File: src/rtl/serial_add_pkg.sv
// serial_add_pkg: shared state encoding and width helpers for the nibble-serial adder.
package serial_add_pkg;
    typedef enum logic [1:0] {IDLE, COMPUTE, DONE} state_t;
    localparam int NIBBLE_W = 4;
    function automatic int nibbles(input int width);
        return width / NIBBLE_W;
    endfunction
    function automatic int cnt_w(input int width);
        return (nibbles(width) > 1) ? $clog2(nibbles(width)) : 1;
    endfunction
endpackage

File: src/rtl/add_slice4.sv
// add_slice4: combinational 4-bit carry-select adder slice.
module add_slice4 (
    input  logic [3:0] a,
    input  logic [3:0] b,
    input  logic       c_in,
    output logic [3:0] s,
    output logic       c_out
);
    logic [4:0] s0, s1;
    assign s0 = {1'b0, a} + {1'b0, b};
    assign s1 = {1'b0, a} + {1'b0, b} + 5'd1;
    assign {c_out, s} = c_in ? s1 : s0;
endmodule

File: src/rtl/serial_nibble_add_ctrl.sv
// serial_nibble_add_ctrl: WIDTH-bit add/subtract sequenced one nibble per clock
// through a single carry-select slice, with Busy/Done handshake.
module serial_nibble_add_ctrl
    import serial_add_pkg::*;
#(
    parameter int WIDTH = 16
) (
    input  logic             Clk,
    input  logic             Reset,
    input  logic             Run,
    input  logic             Sub,
    input  logic [WIDTH-1:0] A,
    input  logic [WIDTH-1:0] B,
    output logic [WIDTH-1:0] Sum,
    output logic             Cout,
    output logic             Ovf,
    output logic             Busy,
    output logic             Done
);
    localparam int N  = nibbles(WIDTH);
    localparam int CW = cnt_w(WIDTH);
    localparam logic [CW-1:0] LAST = CW'(N - 1);

    state_t           state_q, state_d;
    logic [CW-1:0]    cnt_q, cnt_d;
    logic [WIDTH-1:0] opa_q, opa_d, opb_q, opb_d, part_q, part_d, sum_q, sum_d;
    logic             carry_q, carry_d, a_msb_q, a_msb_d, b_msb_q, b_msb_d;
    logic             cout_q, cout_d, ovf_q, ovf_d;
    logic [3:0]       s;
    logic             c_out;

    add_slice4 u_slice (
        .a    (opa_q[3:0]),
        .b    (opb_q[3:0]),
        .c_in (carry_q),
        .s    (s),
        .c_out(c_out)
    );

    always_comb begin
        state_d = state_q;
        cnt_d   = cnt_q;
        opa_d   = opa_q;
        opb_d   = opb_q;
        part_d  = part_q;
        carry_d = carry_q;
        a_msb_d = a_msb_q;
        b_msb_d = b_msb_q;
        sum_d   = sum_q;
        cout_d  = cout_q;
        ovf_d   = ovf_q;
        case (state_q)
            IDLE: if (Run) begin
                state_d = COMPUTE;
                opa_d   = A;
                opb_d   = Sub ? ~B : B;
                carry_d = Sub;
                cnt_d   = '0;
                part_d  = '0;
                a_msb_d = A[WIDTH-1];
                b_msb_d = Sub ? ~B[WIDTH-1] : B[WIDTH-1];
            end
            COMPUTE: begin
                opa_d   = opa_q >> NIBBLE_W;
                opb_d   = opb_q >> NIBBLE_W;
                part_d  = WIDTH'({s, part_q} >> NIBBLE_W);
                carry_d = c_out;
                cnt_d   = cnt_q + CW'(1);
                // Only the last nibble step publishes results; partials stay internal.
                if (cnt_q == LAST) begin
                    state_d = DONE;
                    sum_d   = part_d;
                    cout_d  = c_out;
                    ovf_d   = (a_msb_q == b_msb_q) && (part_d[WIDTH-1] != a_msb_q);
                end
            end
            DONE: if (!Run) state_d = IDLE;
            default: state_d = IDLE;
        endcase
    end

    always_ff @(posedge Clk) begin
        if (Reset) begin
            state_q <= IDLE;
            cnt_q   <= '0;
            opa_q   <= '0;
            opb_q   <= '0;
            part_q  <= '0;
            carry_q <= 1'b0;
            a_msb_q <= 1'b0;
            b_msb_q <= 1'b0;
            sum_q   <= '0;
            cout_q  <= 1'b0;
            ovf_q   <= 1'b0;
        end else begin
            state_q <= state_d;
            cnt_q   <= cnt_d;
            opa_q   <= opa_d;
            opb_q   <= opb_d;
            part_q  <= part_d;
            carry_q <= carry_d;
            a_msb_q <= a_msb_d;
            b_msb_q <= b_msb_d;
            sum_q   <= sum_d;
            cout_q  <= cout_d;
            ovf_q   <= ovf_d;
        end
    end

    assign Sum  = sum_q;
    assign Cout = cout_q;
    assign Ovf  = ovf_q;
    assign Busy = (state_q == COMPUTE);
    assign Done = (state_q == DONE);
endmodule

File: config.mk
export PLATFORM = sky130hd
export DESIGN_NAME = serial_nibble_add_ctrl
export DESIGN_NICKNAME = d
export VERILOG_FILES = /design/src/rtl/serial_add_pkg.sv /design/src/rtl/add_slice4.sv /design/src/rtl/serial_nibble_add_ctrl.sv
export SDC_FILE = /design/constraint.sdc
export NUM_CORES = 1
export LEC_CHECK = 0
export BUFFER_PORTS_ARGS = -buffer_cell sky130_fd_sc_hd__buf_2
export CAP_MARGIN = 20
export CORE_MARGIN = 2
export CORE_UTILIZATION = 56
export DETAILED_ROUTE_END_ITERATION = 8
export GPL_TIMING_DRIVEN = 0
export PLACE_DENSITY = 0.8
export SLEW_MARGIN = 20
export SYNTH_ARGS = -nofsm -noshare
export SYNTH_HDL_FRONTEND = slang
export SYNTH_SLANG_ARGS = --single-unit
File: constraint.sdc
create_clock -name Clk -period 5.1 [get_ports Clk]
set_input_delay 0.255 -clock Clk [delete_from_list [all_inputs] [get_ports Clk]]
set_output_delay 0.255 -clock Clk [all_outputs]
set_load 0.02 [all_outputs]
Word level (Yosys, flattened, before mapping)
Cells that the tools add are included.

Bits in registers: 73. Output and inout bits: 20. Logic and storage cells: 48.

$add $sub $neg: 3. Equal/unequal tests: 8. Mux-type cells: 17. Bitwise gates (word level): 2. Reduce and logical (&&, ||, !) cells: 7.

Operators with widths (count): $pmux W16 S2 (3); $mux W16 (4); $not A16 Y16 (1); $mux W2 (4); $pmux W2 S3 (1); $reduce_and A2 Y1 (3); $add A4 B4 Y5 (1); $add A5 B1 Y5 const B (1); $mux W5 (1); $eq A2 B2 Y1 const B (2); $ne A2 B2 Y1 const B (2); $pmux W2 S2 (1); $reduce_and A3 Y1 (1); $add A2 B1 Y2 const B (1); $eq A2 B1 Y1 const B (1); $logic_not A2 Y1 (1); $mux W1 (2); $ne A2 B1 Y1 const B (1); $pmux W1 S2 (1); $reduce_bool A2 Y1 (1); $eq A1 B1 Y1 (1); $logic_and A1 B1 Y1 (1); $ne A1 B1 Y1 (1); $not A1 Y1 (1).

Logic depth before layout (Yosys ltp)
Depth in word-level cells: 5. Depth in mapped cells: 7. Depth with buffers taken out: 7.

Hierarchy
A second synthesis with hierarchy kept.

Cell total of the unflattened synthesis: 345. Area, all modules: 3017.9 um^2.

Modules (own cells, without submodules): serial_nibble_add_ctrl (instances 1, cells each 311, area an instance 2768.9 um^2, sequential area each 1381.3 um^2); add_slice4 (instances 1, cells each 34, area an instance 249.0 um^2, sequential area each 0.0 um^2).

Worst setup path before layout
Ideal clock, no wire load.

Path type: register to register. From: register opa_q[0]. To: register ovf_q (netlist: Ovf). Data arrival time: 1.790 ns. Required time: 5.026 ns. Setup slack: 3.236 ns. Cell stages (with the launch flop): 8. Path buffers: 0. Period minus slack after synthesis: 1.864 ns. Cell sequence: dfxtp_1 > ha_1 > fa_1 > xor2_1 > nand4_1 > xnor3_1 > nand3b_1 > a31oi_1.

Cells in the longest elaborated chain, start to end: 5.

RTL lines: start, declared (RTL line serial_nibble_add_ctrl.sv:26) `logic [WIDTH-1:0] opa_q, opa_d, opb_q, opb_d, part_q, part_d, sum_q, sum_d;`; start signal, assigned (RTL line serial_nibble_add_ctrl.sv:98) `opa_q <= opa_d;`; $add A4 B4 Y5 (*) (RTL line add_slice4.sv:10, add_slice4.sv:11); $add A5 B1 Y5 (RTL line add_slice4.sv:11) `assign s1 = {1'b0, a} + {1'b0, b} + 5'd1;`; $mux W5 (*) (RTL line add_slice4.sv:12) `assign {c_out, s} = c_in ? s1 : s0;`; $ne A1 B1 Y1 (*) (RTL line serial_nibble_add_ctrl.sv:74) `ovf_d = (a_msb_q == b_msb_q) && (part_d[WIDTH-1] != a_msb_q);`; $logic_and A1 B1 Y1 (*) (RTL line serial_nibble_add_ctrl.sv:74); end signal, assigned (RTL line serial_nibble_add_ctrl.sv:106) `ovf_q <= ovf_d;`; end, declared (RTL line serial_nibble_add_ctrl.sv:28) `logic cout_q, cout_d, ovf_q, ovf_d;`.

Every way passes the cells marked *; elsewhere a longest branch is shown, timed or not. A chain may end at the register's enable or synchronous reset.

Final worst setup path
From: register opa_q[0]. To: register carry_q.

Cells in the longest elaborated chain, start to end: 4.

RTL lines: $add A4 B4 Y5 (*) (RTL line add_slice4.sv:10, add_slice4.sv:11); $add A5 B1 Y5 (RTL line add_slice4.sv:11); $mux W5 (*) (RTL line add_slice4.sv:12); $pmux W1 S2 (*) (RTL line serial_nibble_add_ctrl.sv:52) `case (state_q)`; end signal, assigned (RTL line serial_nibble_add_ctrl.sv:101) `carry_q <= carry_d;`; end, declared (RTL line serial_nibble_add_ctrl.sv:27) `logic carry_q, carry_d, a_msb_q, a_msb_d, b_msb_q, b_msb_d;`.

Marks and branches as above.

==> results by group <==
Yosys
  • Synth Instances: 386
  • Sequential-to-total area share from yosys stat: between 40% and 50%
  • Post-synthesis register bit count: 69
  • Mapped cell area: 0.00309 sq mm
  • Yosys cell types: 31
  • Cell accounting for the most synthesized area: dfxtp_1
  • Syn_nets: around 430
  • Ys Warns: 0
  • Syn Area/Cell: approximately 8 sq um
  • Largest cells by area after synthesis: dfxtp_1 (45%), nor2_1 (10%), a21oi_1 (8.3%)
  • Top-area cell type share of the netlist area: between 40 and 50%

Global route
  • First-pass GRT wire length: ~12000 microns
  • Gr usage total: 25.5%
  • Total global routing overflow: 0
  • Vias in the first global route: between 2k and 3k
  • Initial antenna violation count: 0
  • Largest net degree at the start of global routing: 12

Timing
  • Final Cycle Share: between 40% and 50%
  • Final hold violations: 0
  • Clk_skew: 0.00781 ns
  • TNS Setup: 0 ns
  • Slew margin rel.: 64.0%
  • Slew Viols, Final: 0
  • Final setup vio count: 0
  • WHS: approximately 0.17 ns
  • Crit path time final: about 2.1 ns
  • Peak Freq: approximately 0.48 GHz
  • Worst slew pin tran: 0.539 ns
  • RSZ-0062 raised after global routing: no

Critical path
  • Crit path depth: 7
  • Critical Path Slowest Stage Cell: fa_1
  • Flop-to-flop setup slack: 3.02 ns
  • Crit-path cells: ha_1 -> fa_1 -> xor2_1 -> o2111ai_1 -> a21oi_1 -> xor2_1 -> o22ai_1
  • Worst r2r dst: carry_q
  • Critical Path Sink Type: flop
  • Setup crit start: opa_q[0]
  • Worst-path maximum fanout: 3
  • Most frequent CP cell: xor2_1
  • Crit Path Category: reg -> reg
  • CP top delay family: adder cells
  • Worst Path Required: 5.31 ns
  • Slowest cell delay on critical path: about 0.41 ns
  • CP Launch Type: flop
  • CP arrival: around 2.3 ns
  • RR Startpoint: opa_q[0]
  • CP Buf/Inv Count: 0
  • Worst R2R Path Depth: 7
  • Crit path capture: carry_q

Clock tree
  • Root buf cell: clkbuf_8
  • CTS H-tree lvls: 3
  • Cts bufs inserted: 9
  • Post-cts resize count: 0
  • Hold Buf Count CTS: 0
  • Max Root-Sink Buffers: 2
  • Setup repair bufs after CTS: 0
  • CTS tree: done
  • Clock-pin slew on the worst setup and hold paths: approximately 0.070 ns
  • Clock sinks: 69
  • Clock latency on the worst-skew pair: around 0.35 ns

Layout
  • Share of cells above drive strength 1: around 17%
  • Non-filler instance count after layout: ~530
  • Final core occ: between 60% and 70%
  • Antenna diode instance count: 0
  • P&R area growth vs syn: 18.9%
  • # fillers: 476
  • Nets@finish: slightly below 500

Route
  • DR iter-0 viols: roughly 190
  • Total iterations of the first detailed-routing run: 4
  • DRT Wirelength: 7360 microns
  • Via count: 2857
  • Post-route DRC: 0
  • DRT antenna net count: 0
  • Via density per instance: 5.43
  • Wire per inst: approximately 14 microns

Job
  • Maxcap violations: 0

Floorplan
  • Ports: 56
  • Total die area: 0.00612 sq mm
  • Rows: 27
  • Initial Util: between 50 and 60%
  • Die W: 78.2 microns
  • Die height: ~78 microns
  • Placeable Area: between 0.005 and 0.006 sq mm

Power
  • Leakage: roughly 1.6 nW
  • PD cells: between 300 and 400 mW/mm^2
  • Worst VDD drop: 0.200 mV

Placement
  • I/O Buffers: 53
  • Placed Cells incl. Taps: a little over 500
  • RD Place Congestion: between 0.9 and 1
  • Detailed placement HPWL: around 5300 microns

Outcome
  • Result of the run: finished, final reports clean

Hold path
  • Hold Path Class: in -> reg
[final cells by class]
class | count | area (sq um) | area share (%)
Sequential cell | 69 | 1380 | 37.7
Clock buffer | 10 | 128 | 3.48
Timing Repair Buffer | 53 | 265 | 7.23
Buffer | 31 | 126 | 3.44
Tap cell | 72 | 90.1 | 2.46
Multi-Input combinational cell | 284 | 1570 | 42.8
Clock inverter | 5 | 100 | 2.73
Inverter | 2 | 7.51 | 0.205
[layout by cell type (no fill, tap or decap), types with 3 or more instances in the layout]
cell,n
clkbuf_1,21
dfxtp_1,69
nor3_1,13
nand2b_1,9
buf_1,3
nor2b_1,16
clkbuf_8,9
nand2_1,38
a22oi_1,30
buf_2,61
nor2_1,84
ha_1,6
bufinv_16,3
a21oi_1,51
xor2_1,19
[tightest hold or removal path, stage by stage]
cell,delay (ns)
buf_2,0.08
a22oi_1,0.06
nor2_1,0.08
[per-layer routing]
metal  up-vias  routed length (microns)  share of wire, %  global-route usage [%]
li1       1418                        -                 -                       -
met1      1336                     3250                44                    33.7
met2        90                     3530                48                    40.4
met3        13                      431               5.9                    3.91
met4         0                      155               2.1                    13.7
met5         -                        0                 0                       0
[Yosys cell counts]
cell type / n
a211oi_1: 1
a211oi_2: 1
a21oi_1: 51
a22oi_1: 30
a31oi_1: 1
and2_1: 1
buf_1: 3
buf_2: 8
clkbuf_1: 20
dfxtp_1: 69
fa_1: 1
ha_1: 6
inv_1: 2
mux2_2: 1
nand2_1: 38
nand2b_1: 9
nand3b_1: 2
nand4_1: 1
nor2_1: 84
nor2b_1: 16
nor3_1: 13
o2111ai_1: 1
o21ai_0: 1
o21bai_1: 1
o21bai_2: 1
o22ai_1: 1
o31ai_1: 1
or2_2: 1
xnor2_1: 1
xnor3_1: 1
xor2_1: 19
[report_power, final]
part / switching [W] / total, W / internal [W] / leakage, nW
Clock: 0.000199 / 0.000519 / 0.000321 / 0.116
Combinational: 0.000104 / 0.000176 / 0.0000726 / 0.906
Sequential: 0.0000182 / 0.000584 / 0.000566 / 0.563
Total: 0.000321 / 0.00128 / 0.000959 / 1.59
[kinds of logic (layout without fill, tap and decap cells)]
| group | after synthesis | in the layout | share of synthesized area (%) |
|---|---|---|---|
| XOR/XNOR | 21 | 21 | 6.41 |
| flip-flops | 69 | 69 | 44.8 |
| buffers and inverters | 33 | 101 | 4.34 |
| AO/OA/AOI/OAI | 90 | 90 | 17.9 |
| AND/OR/NAND/NOR | 165 | 165 | 23.1 |
| adder cells (fa/ha/maj) | 7 | 7 | 3.08 |
| multiplexers | 1 | 1 | 0.365 |
[stage by stage]
step	worst slack [ns]	power (W)	cell area (sq um)
4_1_cts	3.02	0.00128	3670
3_5_place_dp	3.05	0.000768	3440
5_1_grt	2.85	0.00133	3670
2_1_floorplan	3.24	0.000717	3090
6_report	3.02	0.00128	3670
3_3_place_gp	3.08	0.000762	3440
[sequential cells by signal (all words and copies together), names as in the netlist, 2 cells and up]
name,flops
cnt_q,2
state_q,2
Sum,16
part_q,12
opa_q,16
opb_q,16
[how the worst min path moves through the flow]
stage	startpoint	endpoint	slack, ns	cells past startpoint
2_1_floorplan	A[15]	opa_q[15]	0.41	2
3_3_place_gp	Sum[1]	Sum[1]	0.44	2
3_5_place_dp	part_q[5]	Sum[1]	0.44	2
4_1_cts	A[13]	opa_q[13]	0.16	3
5_1_grt	A[13]	opa_q[13]	0.20	3
6_report	A[13]	opa_q[13]	0.17	3
No activity file was read; power rests on OpenSTA's default activity.
